$ cat src/rtl/apb4_archinfo_arb_pkg.sv
// Shared types and constants for the round-robin APB4 archinfo master.
package apb4_archinfo_arb_pkg;

   typedef enum logic [1:0] {
      IDLE   = 2'd0,
      SETUP  = 2'd1,
      ACCESS = 2'd2
   } state_t;

   localparam int unsigned NREQ_DEF    = 4;
   localparam int unsigned AW_DEF      = 6;
   localparam int unsigned TIMEOUT_DEF = 16;

   // Counter only has to reach TIMEOUT-1; keep at least one bit when disabled.
   function automatic int unsigned tmo_cnt_w(input int unsigned tmo);
      return (tmo < 2) ? 1 : $clog2(tmo);
   endfunction

endpackage

$ cat src/rtl/apb4_archinfo_arb_rr_arbiter.sv
// Combinational round-robin grant: first valid index at or above ptr_i, wrapping at NREQ.
module rr_arbiter
   import apb4_archinfo_arb_pkg::*;
#(
   parameter int unsigned NREQ = NREQ_DEF,
   parameter int unsigned IW   = $clog2(NREQ)
) (
   input  logic [NREQ-1:0] valid_i,
   input  logic [IW-1:0]   ptr_i,
   output logic [NREQ-1:0] gnt_o,
   output logic [IW-1:0]   gnt_idx_o,
   output logic            any_o
);

   logic [IW-1:0] j;

   always_comb begin
      gnt_o     = '0;
      gnt_idx_o = '0;
      any_o     = 1'b0;
      j         = '0;
      for (int unsigned k = 0; k < NREQ; k++) begin
         j = IW'((32'(ptr_i) + k) % NREQ);
         if (!any_o && valid_i[j]) begin
            any_o     = 1'b1;
            gnt_o[j]  = 1'b1;
            gnt_idx_o = j;
         end
      end
   end

endmodule

$ cat src/rtl/apb4_archinfo_arb.sv
// Round-robin APB4 master serialising NREQ single-beat requesters onto one archinfo slave,
// with a watchdog that force-completes an ACCESS phase the slave never finishes.
//
// state  | meaning
// IDLE   | arbitrate, accept one command, psel/penable low
// SETUP  | APB setup phase (psel=1, penable=0)
// ACCESS | APB access phase, wait for pready or watchdog expiry
module apb4_archinfo_arb
   import apb4_archinfo_arb_pkg::*;
#(
   parameter int unsigned NREQ    = NREQ_DEF,
   parameter int unsigned AW      = AW_DEF,
   parameter int unsigned TIMEOUT = TIMEOUT_DEF
) (
   input  logic               hclk,
   input  logic               hreset,
   input  logic [NREQ-1:0]    req_valid_i,
   output logic [NREQ-1:0]    req_ready_o,
   input  logic [NREQ-1:0]    req_write_i,
   input  logic [NREQ*AW-1:0] req_addr_i,
   input  logic [NREQ*32-1:0] req_wdata_i,
   output logic [NREQ-1:0]    rsp_valid_o,
   output logic [31:0]        rsp_rdata_o,
   output logic               rsp_err_o,
   output logic [AW-1:0]      paddr_o,
   output logic               psel_o,
   output logic               penable_o,
   output logic               pwrite_o,
   output logic [31:0]        pwdata_o,
   input  logic [31:0]        prdata_i,
   input  logic               pready_i,
   input  logic               pslverr_i,
   output logic               busy_o
);

   localparam int unsigned IW = $clog2(NREQ);
   localparam int unsigned CW = tmo_cnt_w(TIMEOUT);
   localparam logic [CW-1:0] TLAST = CW'((TIMEOUT == 0) ? 0 : TIMEOUT - 1);

   state_t            state_q, state_d;
   logic [IW-1:0]     rr_ptr_q, rr_ptr_d, gidx_q, gidx_d;
   logic [CW-1:0]     cnt_q, cnt_d;
   logic [AW-1:0]     paddr_q, paddr_d;
   logic              pwrite_q, pwrite_d, psel_q, psel_d, penable_q, penable_d;
   logic [31:0]       pwdata_q, pwdata_d, rsp_rdata_q, rsp_rdata_d;
   logic [NREQ-1:0]   rsp_valid_q, rsp_valid_d, ready_d;
   logic              rsp_err_q, rsp_err_d;

   logic [NREQ-1:0]   gnt_oh;
   logic [IW-1:0]     gnt_idx;
   logic              gnt_any, tmo_hit;
   logic [AW-1:0]     addr_sel;

   rr_arbiter #(.NREQ(NREQ), .IW(IW)) u_arb (
      .valid_i   (req_valid_i),
      .ptr_i     (rr_ptr_q),
      .gnt_o     (gnt_oh),
      .gnt_idx_o (gnt_idx),
      .any_o     (gnt_any)
   );

   assign addr_sel = req_addr_i[32'(gnt_idx)*AW +: AW];
   assign tmo_hit  = (TIMEOUT != 0) && (cnt_q == TLAST);

   always_ff @(posedge hclk or posedge hreset) begin
      if (hreset) begin
         state_q     <= IDLE;
         rr_ptr_q    <= '0;
         gidx_q      <= '0;
         cnt_q       <= '0;
         paddr_q     <= '0;
         pwrite_q    <= 1'b0;
         pwdata_q    <= '0;
         psel_q      <= 1'b0;
         penable_q   <= 1'b0;
         rsp_valid_q <= '0;
         rsp_rdata_q <= '0;
         rsp_err_q   <= 1'b0;
      end else begin
         state_q     <= state_d;
         rr_ptr_q    <= rr_ptr_d;
         gidx_q      <= gidx_d;
         cnt_q       <= cnt_d;
         paddr_q     <= paddr_d;
         pwrite_q    <= pwrite_d;
         pwdata_q    <= pwdata_d;
         psel_q      <= psel_d;
         penable_q   <= penable_d;
         rsp_valid_q <= rsp_valid_d;
         rsp_rdata_q <= rsp_rdata_d;
         rsp_err_q   <= rsp_err_d;
      end
   end

   always_comb begin
      state_d     = state_q;
      rr_ptr_d    = rr_ptr_q;
      gidx_d      = gidx_q;
      cnt_d       = cnt_q;
      paddr_d     = paddr_q;
      pwrite_d    = pwrite_q;
      pwdata_d    = pwdata_q;
      psel_d      = psel_q;
      penable_d   = penable_q;
      rsp_valid_d = '0;
      rsp_rdata_d = '0;
      rsp_err_d   = 1'b0;
      ready_d     = '0;
      unique case (state_q)
         IDLE: begin
            if (gnt_any) begin
               ready_d  = gnt_oh;
               gidx_d   = gnt_idx;
               paddr_d  = {addr_sel[AW-1:2], 2'b00};
               pwrite_d = req_write_i[gnt_idx];
               pwdata_d = req_wdata_i[32'(gnt_idx)*32 +: 32];
               psel_d   = 1'b1;
               state_d  = SETUP;
            end
         end
         SETUP: begin
            penable_d = 1'b1;
            cnt_d     = '0;
            state_d   = ACCESS;
         end
         ACCESS: begin
            if (pready_i || tmo_hit) begin
               psel_d              = 1'b0;
               penable_d           = 1'b0;
               rsp_valid_d[gidx_q] = 1'b1;
               rsp_err_d           = pready_i ? pslverr_i : 1'b1;
               rsp_rdata_d         = (pready_i && !pwrite_q) ? prdata_i : 32'h0;
               rr_ptr_d            = (gidx_q == IW'(NREQ - 1)) ? '0 : gidx_q + IW'(1);
               state_d             = IDLE;
            end else if (cnt_q != '1) begin
               cnt_d = cnt_q + CW'(1);
            end
         end
         default: state_d = IDLE;
      endcase
   end

   // Gate the combinational accept so every output is 0 while reset is held.
   assign req_ready_o = hreset ? '0 : ready_d;
   assign rsp_valid_o = rsp_valid_q;
   assign rsp_rdata_o = rsp_rdata_q;
   assign rsp_err_o   = rsp_err_q;
   assign paddr_o     = paddr_q;
   assign psel_o      = psel_q;
   assign penable_o   = penable_q;
   assign pwrite_o    = pwrite_q;
   assign pwdata_o    = pwdata_q;
   assign busy_o      = (state_q != IDLE);

endmodule

$ cat config.mk
export PLATFORM = sky130hd
export DESIGN_NAME = apb4_archinfo_arb
export DESIGN_NICKNAME = d
export VERILOG_FILES = /design/src/rtl/apb4_archinfo_arb_pkg.sv /design/src/rtl/apb4_archinfo_arb_rr_arbiter.sv /design/src/rtl/apb4_archinfo_arb.sv
export SDC_FILE = /design/constraint.sdc
export NUM_CORES = 1
export LEC_CHECK = 0
export ABC_AREA = 0
export BUFFER_PORTS_ARGS = -buffer_cell sky130_fd_sc_hd__buf_2
export CORE_AREA = 2 2 108 110
export DETAILED_ROUTE_END_ITERATION = 8
export DIE_AREA = 0 0 110 112
export HOLD_SLACK_MARGIN = 0.12
export PLACE_DENSITY_LB_ADDON = 0.3
export SETUP_SLACK_MARGIN = 0.4
export SLEW_MARGIN = 20
export SYNTH_ARGS = -nofsm -noshare
export SYNTH_HDL_FRONTEND = slang
export SYNTH_HIERARCHICAL = 1
export SYNTH_SLANG_ARGS = --single-unit
$ cat constraint.sdc
create_clock -name hclk -period 4 [get_ports hclk]
set_input_delay 0.2 -clock hclk [delete_from_list [all_inputs] [get_ports hclk]]
set_output_delay 0.2 -clock hclk [all_outputs]
set_load 0.1 [all_outputs]
==> out/results.ini, run 1 <==
[layout]
n_fill_cell = 909
fin_nets = 820
n_antenna_cell = 0
multi_input_area_um2 = 2210
drive_above_1_share_pct = 61.4
fin_area_um2 = 6670
syn_to_final_growth_pct = 46.6
register_area_um2 = 2150

[critical_path]
worstReg2RegStart = rr_ptr_q[1]
path_max_fanout = 10
crit_path_end = pwrite_o
rr_worst_depth = 9
worstPathArrival_ns = 3.59
worst-setup-path-type = flip-flop to flip-flop
cp-end-kind = flip-flop
cp-start-kind = flip-flop
required_ns = 4.22
crit_start = rr_ptr_q[1]
r2r_slack_ns = 0.62
r2r_end = pwrite_o

[drt]
vias_per_cell = 5.01
totalWireLength_um = 13100
drt_iter0_drc = 184
routed-via-count = 3819
drc = 0
first_pass_iters = 4
ant_nets = 0
routedWlPerCell_um = 17.2

[global_routing]
grt_start_max_net_pins = 65
grt.total_usage_pct = 21.7
grt_pass1_vias = 4042
grt_pass1_wl_um = 20200
grt-ovfl-total = 0
antenna_found_initial = 1

[die]
start_util_pct = 40.7
core_area_um2 = 11200
rows = 39
io_pins = 279
die-area_um2 = 12300
die_y_um = 112
die_w_um = 110

[synth]
ys_seq_area_share_pct = 47.3
synth_compound_area_share_pct = 5.17
ys.flop_type = dfrtp_1
synthAdderAreaFrac_pct = 2.75
syn_inst = 314
synth_mux_area_share_pct = 31.5
synth.most_common_cell = dfrtp_1
synthArstFlopShare_pct = 100
avgSynthCellArea_um2 = 14.5
yosys-top-cells-area = dfrtp_1 (47%), mux4_2 (19%), mux2_2 (9.4%)
synth_top_area_share_pct = 47.3
syn_area_um2 = 4550
synth_top_area_cell = dfrtp_1
synth_edf_count = 0
synth-simple-area-share_pct = 8.74
synth.distinct_cells = 39
synth_xor_area_share_pct = 0
synth_common_cells = dfrtp_1 (86), mux2_2 (38), mux4_2 (38)
ys_ff_latch = 86
ys.warnings.count = 6
synth_top_family_by_area = multiplexers

[clocking]
h-tree-depth = 3
numCtsBuffers = 9
clockBufferDepth = 2
clock_sinks = 86
cts_root_buf = clkbuf_16
cts_tree = built
insertion_delay_ns = 0.33
path_clk_slew_ns = 0.06

[pwr]
leakagePower_uw = 0.00337
p_total_uw = 6940
powerDensity_nw_per_um2 = 1040
vdd_drop_max_uv = 628

[sta]
rsz0062_at_grt = no
max_freq_ghz = 0.296
whs_ns = 0.286
finalCriticalPeriod_ns = 3.38
final.setup.tns_ns = 0
max_slew.worst_pin.slew_ns = 0.800
slew_viol_final = 0
hold_viol_final = 0
slew-limit-headroom_pct = 46.7
fin_crit_sh_pct = 84.4
skew_ns = 0.0131
setup_viol = 0
fin_ws_ns = 0.623

[placement]
port-buffer-count = 268
place_area_um2 = 5990
place_congestion = 0.826
place_ws_ns = 0.532
dp_hpwl_um = 9790

[run_status]
status = complete, no violations

[hold_path]
hp-class = input pin to flip-flop

[flow_run]
maxCapViolations = 0

## worst min-delay path by stage
stage,startpoint,to,slack (ns),depth (start not counted)
floorplan,pslverr_i,rsp_err_o,0.32,1
global placement,hreset,rsp_rdata_o[24],0.22,2
detailed placement,hreset,rsp_rdata_o[24],0.23,2
CTS,pready_i,rsp_err_o,0.26,3
global route,pready_i,rsp_err_o,0.28,3
finish,pready_i,rsp_err_o,0.29,3
## where the power goes
group | internal (uW) | switching, uW
sequential | 1170 | 190
clock | 510 | 351
combinational | 1620 | 3090
## cells in the final DEF (no fill, tap or decap), types with 2 or more instances in the layout
| master | instances |
|---|---|
| buf_2 | 268 |
| a21oi_1 | 3 |
| buf_4 | 6 |
| nor4_1 | 2 |
| dfrtp_1 | 85 |
| inv_1 | 10 |
| clkbuf_16 | 10 |
| mux4_2 | 38 |
| conb_1 | 2 |
| o21ai_0 | 8 |
| mux4_1 | 3 |
| mux2_2 | 38 |
| dlygate4sd3_1 | 34 |
| and3_1 | 5 |
| and2_1 | 37 |
| nor2_1 | 5 |
| nand2b_1 | 2 |
| a31oi_1 | 3 |
| o2bb2ai_1 | 2 |
| ha_1 | 10 |
| mux2_4 | 4 |
| nand3_1 | 3 |
| nand2_1 | 5 |
| nor3_1 | 3 |
| a22oi_1 | 9 |
| clkinv_4 | 2 |
## timing repair
item | in CTS | in global routing
setup endpoints to repair | 0 | 20
hold buffers | 34 | 0
hold endpoints to repair | 55 | 0
setup buffers | 0 | 1
resized for setup | 0 | 2
## per-layer routing
metal | share of wire, % | GRT usage (%)
met5 | 0 | 0
met2 | 55 | 39.2
met4 | 1.7 | 7.00
met1 | 37 | 24.8
met3 | 6.2 | 5.39
## cell families (layout without fill, tap and decap cells)
group | Yosys count | after routing
mux | 84 | 84
compound gates | 34 | 34
buf+inv | 34 | 338
fa+ha+maj | 10 | 10
simple gates | 65 | 65
flops | 86 | 86
other cells | 1 | 2
## worst max-delay path, cell delays in order, from the launching register on
cell and delay (ns):
dfrtp_1 0.52, inv_1 0.15, ha_1 0.39, mux4_2 0.45, and2b_2 0.31, o21ai_0 0.14
o31ai_4 0.15, buf_4 0.25, mux4_1 0.62, mux2_2 0.28
## per-stage QoR
step	instances	utilization, %
4_1_cts	760	59.5
5_1_grt	762	59.7
3_5_place_dp	710	53.6
6_report	762	59.7
3_3_place_gp	710	53.6
2_1_floorplan	315	-
## registers in the layout, summed over array words and instances, names as in the netlist
register	count
pwdata_o	32
rsp_rdata_o	32
penable_o	1
cnt_q	4
rr_ptr_q	2
paddr_o	4
pwrite_o	1
rsp_valid_o	4
gidx_q	2
psel_o	1
rsp_err_o	1
state_q	2
## layout make-up
cell class | count | share of cell area, %
multi-input cells | 195 | 33.2
flip-flops and latches | 86 | 32.3
repair buffers | 310 | 26.4
clock buffers | 10 | 3.58
well taps | 143 | 2.68
clock inverters | 6 | 1.20
inverters | 12 | 0.694
Note: power is estimated with default switching activity, not from simulation.
==> run 2, diff against run 1 <==
--- a/config.mk
+++ b/config.mk
@@ -7,9 +7,9 @@
 export LEC_CHECK = 0
 export ABC_AREA = 0
 export BUFFER_PORTS_ARGS = -buffer_cell sky130_fd_sc_hd__buf_2
-export CORE_AREA = 2 2 108 110
+export CORE_ASPECT_RATIO = 1.25
+export CORE_UTILIZATION = 39
 export DETAILED_ROUTE_END_ITERATION = 8
-export DIE_AREA = 0 0 110 112
 export HOLD_SLACK_MARGIN = 0.12
 export PLACE_DENSITY_LB_ADDON = 0.3
 export SETUP_SLACK_MARGIN = 0.4
==> constraint.sdc (replaced) <==
create_clock -name hclk -period 2.9 [get_ports hclk]
set_input_delay 0.145 -clock hclk [delete_from_list [all_inputs] [get_ports hclk]]
set_output_delay 0.145 -clock hclk [all_outputs]
set_load 0.1 [all_outputs]
==> out/results.ini, run 2 (same netlist as run 1, synthesis figures left out) <==
[hold_path]
hold_start = pready_i
worstHoldPathCells = 3  ; unchanged
hp-class = input pin to flip-flop
whs_endpoint = rsp_err_o

[clocking]
cts_tree = built
h-tree-depth = 3  ; unchanged
clock_sinks = 86  ; unchanged
insertion_delay_ns = 0.34  ; about the same
path_clk_slew_ns = 0.07  ; about the same
clockBufferDepth = 2  ; unchanged
cts_root_buf = clkbuf_16
numCtsBuffers = 9  ; unchanged

[flow_run]
maxCapViolations = 0  ; unchanged

[drt]
routedWlPerCell_um = 18.6  ; +8.4%
totalWireLength_um = 14600  ; +11%
first_pass_iters = 4  ; unchanged
ant_nets = 0  ; unchanged
routed-via-count = 4027  ; +5.4%
drc = 0  ; unchanged
drt_iter0_drc = 172  ; -6.5%
vias_per_cell = 5.15  ; +2.7%

[pwr]
vdd_drop_max_uv = 785  ; +25%
cellInternalPower_uw = 5000  ; +52%
switchingPower_uw = 5260  ; +45%
powerDensity_nw_per_um2 = 1470  ; +41%
clockPowerShare_pct = 11.1  ; -1.3 points
seqPwrFrac_pct = 18.2  ; -1.4 points
p_sw_share_pct = 51.3  ; -1.2 points
leakagePower_uw = 0.00353  ; +4.5%
p_comb_share_pct = 70.6  ; +2.6 points

[global_routing]
antenna_found_initial = 5  ; +4
grt-ovfl-total = 0  ; unchanged
grt.total_usage_pct = 23.8  ; +2.0 points
grt_start_max_net_pins = 58  ; -11%
grt_pass1_wl_um = 21500  ; +6.2%
grt_pass1_vias = 4167  ; +3.1%

[sta]
final.setup.tns_ns = 0  ; unchanged
fin_ws_ns = 0.0706  ; -0.553 ns
rsz0062_at_grt = yes
fin_crit_sh_pct = 97.6  ; +13 points
whs_ns = 0.229  ; -0.0578 ns
skew_ns = 0.00775  ; -0.00535 ns
max_freq_ghz = 0.353  ; +19%
finalCriticalPeriod_ns = 2.83  ; -0.547 ns
slew_viol_final = 0  ; unchanged
setup_viol = 0  ; unchanged
slew-limit-headroom_pct = 51.9  ; +5.2 points
max_slew.worst_pin.slew_ns = 0.722  ; -0.0774 ns
hold_viol_final = 0  ; unchanged

[layout]
register_area_um2 = 2150  ; about the same
final_cell_mix = buf_2 (264), dfrtp_1 (84), mux4_2 (39), and2_1 (37)
utilization_pct = 62.3  ; +2.6 points
n_fill_cell = 888  ; -2.3%
drive_above_1_share_pct = 64.5  ; +3.2 points
fin_nets = 844  ; +2.9%
syn_to_final_growth_pct = 53.8
layout_commonest_cell = buf_2
layout.cells.non_filler = 782  ; +2.6%
multi_input_area_um2 = 2250  ; +1.9%

[critical_path]
rr_worst_depth = 9  ; unchanged
worst-setup-path-type = flip-flop to flip-flop
r2r_slack_ns = 0.07  ; -0.55 ns
worstPathArrival_ns = 3.05  ; -0.54 ns
worstReg2RegStart = rr_ptr_q[0]
path_max_fanout = 32  ; +22
max_stage_delay_ns = 0.53  ; -0.09 ns
required_ns = 3.12  ; -1.10 ns
r2r_end = pwdata_o[15]
cp-end-kind = flip-flop
cp_cell_sequence = buf_12 -> mux4_2 -> buf_6 -> nor4b_4 -> nor2_1 -> a32o_2 -> buf_12 -> mux4_2 -> mux2_2
cp-start-kind = flip-flop
crit_slowest_cell = mux4_2

[die]
die_w_um = 98.6  ; -10%
rows = 43  ; +10%
io_pins = 279  ; unchanged
die-area_um2 = 12100  ; -1.7%
die_y_um = 123  ; +9.6%
core_area_um2 = 11200  ; +0.63%
start_util_pct = 40.5  ; -0.25 points

[placement]
place_ws_ns = -0.120  ; -0.652 ns
dp_hpwl_um = 10800  ; +11%
dpl.cell_count = 723  ; +1.8%
place_congestion = 0.857  ; +3.8%
port-buffer-count = 268  ; unchanged

[run_status]
status = complete, no violations

==> run 2: layer usage <==
layer	track usage (%)	routed length (um)	share of wire, %	vias to the layer above
li1	-	-	-	1828
met5	0	12	0.082	-
met3	8.03	1270	8.7	16
met2	43.8	7850	54	199
met4	7.46	125	0.86	2
met1	25.7	5310	36	1982
==> run 2: metrics by stage <==
step	power [uW]	area, um^2
floorplan	7500	4610
global placement	8780	6270
detailed placement	8930	6270
CTS	10300	6970
global route	10700	7000
finish	10300	7000
==> run 2: worst max-delay path: cells and delay by family (launching register included) <==
| family | cells | cell delay, ns |
|---|---|---|
| flops | 1 | 0.44 |
| mux | 3 | 1.12 |
| buf+inv | 3 | 0.49 |
| compound gates | 1 | 0.27 |
| simple gates | 2 | 0.40 |
==> run 2: cell type report <==
type	count	area share (%)
Sequential cell	86	30.8
Clock buffer	9	3.22
Timing Repair Buffer	334	29.5
Clock inverter	7	1.02
Inverter	12	0.768
Antenna cell	4	0.143
Tap cell	135	2.41
Multi-Input combinational cell	195	32.2
==> run 2: worst max-delay path by stage <==
stage | start | end | slack [ns] | cells past startpoint
CTS | rr_ptr_q[0] | pwdata_o[15] | 0.1 | 9
global route | rr_ptr_q[0] | req_ready_o[3] | 0.02 | 9
detailed placement | rr_ptr_q[0] | pwdata_o[15] | -0.12 | 8
floorplan | rr_ptr_q[0] | pwdata_o[7] | -0.01 | 12
finish | rr_ptr_q[0] | pwdata_o[15] | 0.07 | 9
global placement | rr_ptr_q[0] | pwdata_o[15] | 0.06 | 8
==> run 2: power groups by stage <==
stage | Sequential, uW | Clock [uW] | Combinational, uW
floorplan | 4220 | 0 | 3270
global placement | 1860 | 0 | 6920
detailed placement | 1890 | 0 | 7050
CTS | 1870 | 1180 | 7230
global route | 1920 | 1230 | 7590
finish | 1870 | 1140 | 7250
==> run 2: what timing repair did <==
action | CTS | global route
resized for setup | 10 | 3
hold buffers | 34 | 0
gates cloned | 0 | 0
setup buffers | 4 | 1
endpoints found under the hold margin | 62 | 0
setup endpoints to repair | 42 | 42
==> run 3, diff against run 2 <==
==> constraint.sdc (replaced) <==
create_clock -name hclk -period 2.9 [get_ports hclk]
set_input_delay 0.58 -clock hclk [delete_from_list [all_inputs] [get_ports hclk]]
set_output_delay 0.58 -clock hclk [all_outputs]
set_load 0.1 [all_outputs]
==> out/results.ini, run 3 (same netlist as run 1, synthesis figures left out) <==
[run_status]
status = finished, violations left
violations = negative setup slack

[critical_path]
worstPathArrival_ns = 2.57  ; -0.48 ns
worstReg2RegStart = rr_ptr_q[1]
worst-setup-path-type = flip-flop to output pin
cp-start-kind = flip-flop
path_max_fanout = 6  ; -81%
max_stage_delay_ns = 0.45  ; -0.08 ns
rr_worst_depth = 9  ; unchanged
cp_cell_sequence = inv_2 -> ha_4 -> mux4_2 -> buf_6 -> nor4b_4 -> buf_4 -> a22oi_2 -> o21ai_1 -> and3_4 -> buf_12
required_ns = 2.32  ; -0.80 ns
cp-end-kind = output pin
r2r_slack_ns = -0.04  ; -0.11 ns
crit_slowest_cell = dfrtp_2
r2r_end = pwdata_o[16]

[layout]
register_area_um2 = 2150  ; about the same
multi_input_area_um2 = 2290  ; +1.4%
final_cell_mix = buf_2 (264), dfrtp_1 (85), mux4_2 (40), and2_1 (37), mux2_2 (36)
drive_above_1_share_pct = 69.1  ; +4.6 points
n_antenna_cell = 0  ; -4
syn_to_final_growth_pct = 47.4
fin_nets = 813  ; -3.7%
n_fill_cell = 941  ; +6.0%
layout_commonest_cell = buf_2

[drt]
drt_iter0_drc = 102  ; -41%
vias_per_cell = 5.04  ; -2.1%
drc = 0  ; unchanged
totalWireLength_um = 11800  ; -19%
ant_nets = 0  ; unchanged
routed-via-count = 3765  ; -6.5%
first_pass_iters = 4  ; unchanged
routedWlPerCell_um = 15.8  ; -15%

[placement]
place_congestion = 0.872  ; +1.8%
port-buffer-count = 268  ; unchanged
dp_hpwl_um = 9120  ; -16%

[die]
rows = 43  ; unchanged
io_pins = 279  ; unchanged
die_y_um = 123  ; unchanged
core_area_um2 = 11200  ; unchanged
start_util_pct = 40.5  ; unchanged
die-area_um2 = 12100  ; unchanged
die_w_um = 98.6  ; unchanged

[global_routing]
antenna_found_initial = 1  ; -4
grt.total_usage_pct = 19.8  ; -3.9 points
grt_pass1_vias = 3796  ; -8.9%
grt_pass1_wl_um = 18500  ; -14%
grt_start_max_net_pins = 79  ; +36%
grt-ovfl-total = 0  ; unchanged

[hold_path]
hp-class = input pin to async pin

[sta]
max_freq_ghz = 0.318  ; -10%
whs_ns = 0.191  ; -0.0379 ns
slew_viol_final = 0  ; unchanged
setup_viol = 16  ; +16
finalCriticalPeriod_ns = 3.15  ; +0.318 ns
max_slew.worst_pin.slew_ns = 0.524  ; -0.198 ns
fin_crit_sh_pct = 109  ; +11 points
rsz0062_at_grt = yes
skew_ns = 0.00666  ; -0.00109 ns
hold_viol_final = 0  ; unchanged
fin_ws_ns = -0.247  ; -0.318 ns
slew-limit-headroom_pct = 65.3  ; +13 points

[clocking]
clockBufferDepth = 2  ; unchanged
insertion_delay_ns = 0.34  ; about the same
cts_root_buf = clkbuf_16
clock_sinks = 86  ; unchanged
path_clk_slew_ns = 0.07  ; about the same
numCtsBuffers = 9  ; unchanged
cts_tree = built
h-tree-depth = 3  ; unchanged

[flow_run]
maxCapViolations = 0  ; unchanged

[run 3: changes by cell type in the layout (fill, tap and decap cells not counted), sizes merged]
cell	before	now
diode	4	0
dlygate4sd3	34	0
clkbuf	9	10
clkinv	2	1
clkinvlp	1	2
buf	300	302
[run 3: routing by layer]
layer	part of all wire, %	vias to the layer above	GRT usage, %
met4	1.5	0	6.81
met2	54	142	35.0
met3	5.7	14	5.30
met1	39	1852	23.4
met5	0	-	0
li1	-	1757	-
[run 3: worst max path at each step]
stage	from	to	slack (ns)	cells past startpoint
3_3_place_gp	req_valid_i[0]	paddr_o[2]	-0.14	8
5_1_grt	rr_ptr_q[1]	req_ready_o[2]	-0.36	10
2_1_floorplan	hreset	req_ready_o[0]	-0.21	2
4_1_cts	rr_ptr_q[1]	req_ready_o[2]	-0.23	10
3_5_place_dp	req_valid_i[0]	paddr_o[2]	-0.19	8
6_report	rr_ptr_q[1]	req_ready_o[1]	-0.25	10
[run 3: stage by stage]
| step | utilization (%) | area [um^2] | setup TNS [ns] | setup slack [ns] | cells |
|---|---|---|---|---|---|
| after floorplan | - | 4580 | -2.21 | -0.210 | 315 |
| after CTS | 58.6 | 6590 | -0.904 | -0.229 | 740 |
| final | 59.7 | 6710 | -1.18 | -0.247 | 747 |
| after global placement | 55.4 | 6230 | -2.80 | -0.139 | 718 |
| after detailed placement | 55.4 | 6230 | -4.69 | -0.195 | 718 |
| after global routing | 59.7 | 6710 | -5.66 | -0.358 | 747 |
[run 3: layout make-up]
type | instances | area share (%)
timing repair buffer | 303 | 26.2
tap | 135 | 2.52
multi-input combinational | 195 | 34.1
clock inverter | 7 | 0.970
sequential | 86 | 32.1
clock buffer | 9 | 3.36
inverter | 12 | 0.727
[run 3: worst max-delay path, delay by kind of cell (launching register included)]
family          cells  cell delay (ns)
fa+ha+maj           1             0.27
simple gates        2             0.47
buf+inv             4             0.57
flops               1             0.45
compound gates      2             0.15
mux                 1             0.32
[run 3: timing repair]
item	CTS	global route
pin swaps	7	4
setup endpoints to repair	42	43
hold buffers	0	0
resized for setup	16	7
cloned	0	1
endpoints found under the hold margin	0	0
buffers inserted	6	5
Power of run 3 is not shown: default switching activity piles up to over one toggle a cycle in this logic, so the estimate is an artifact.
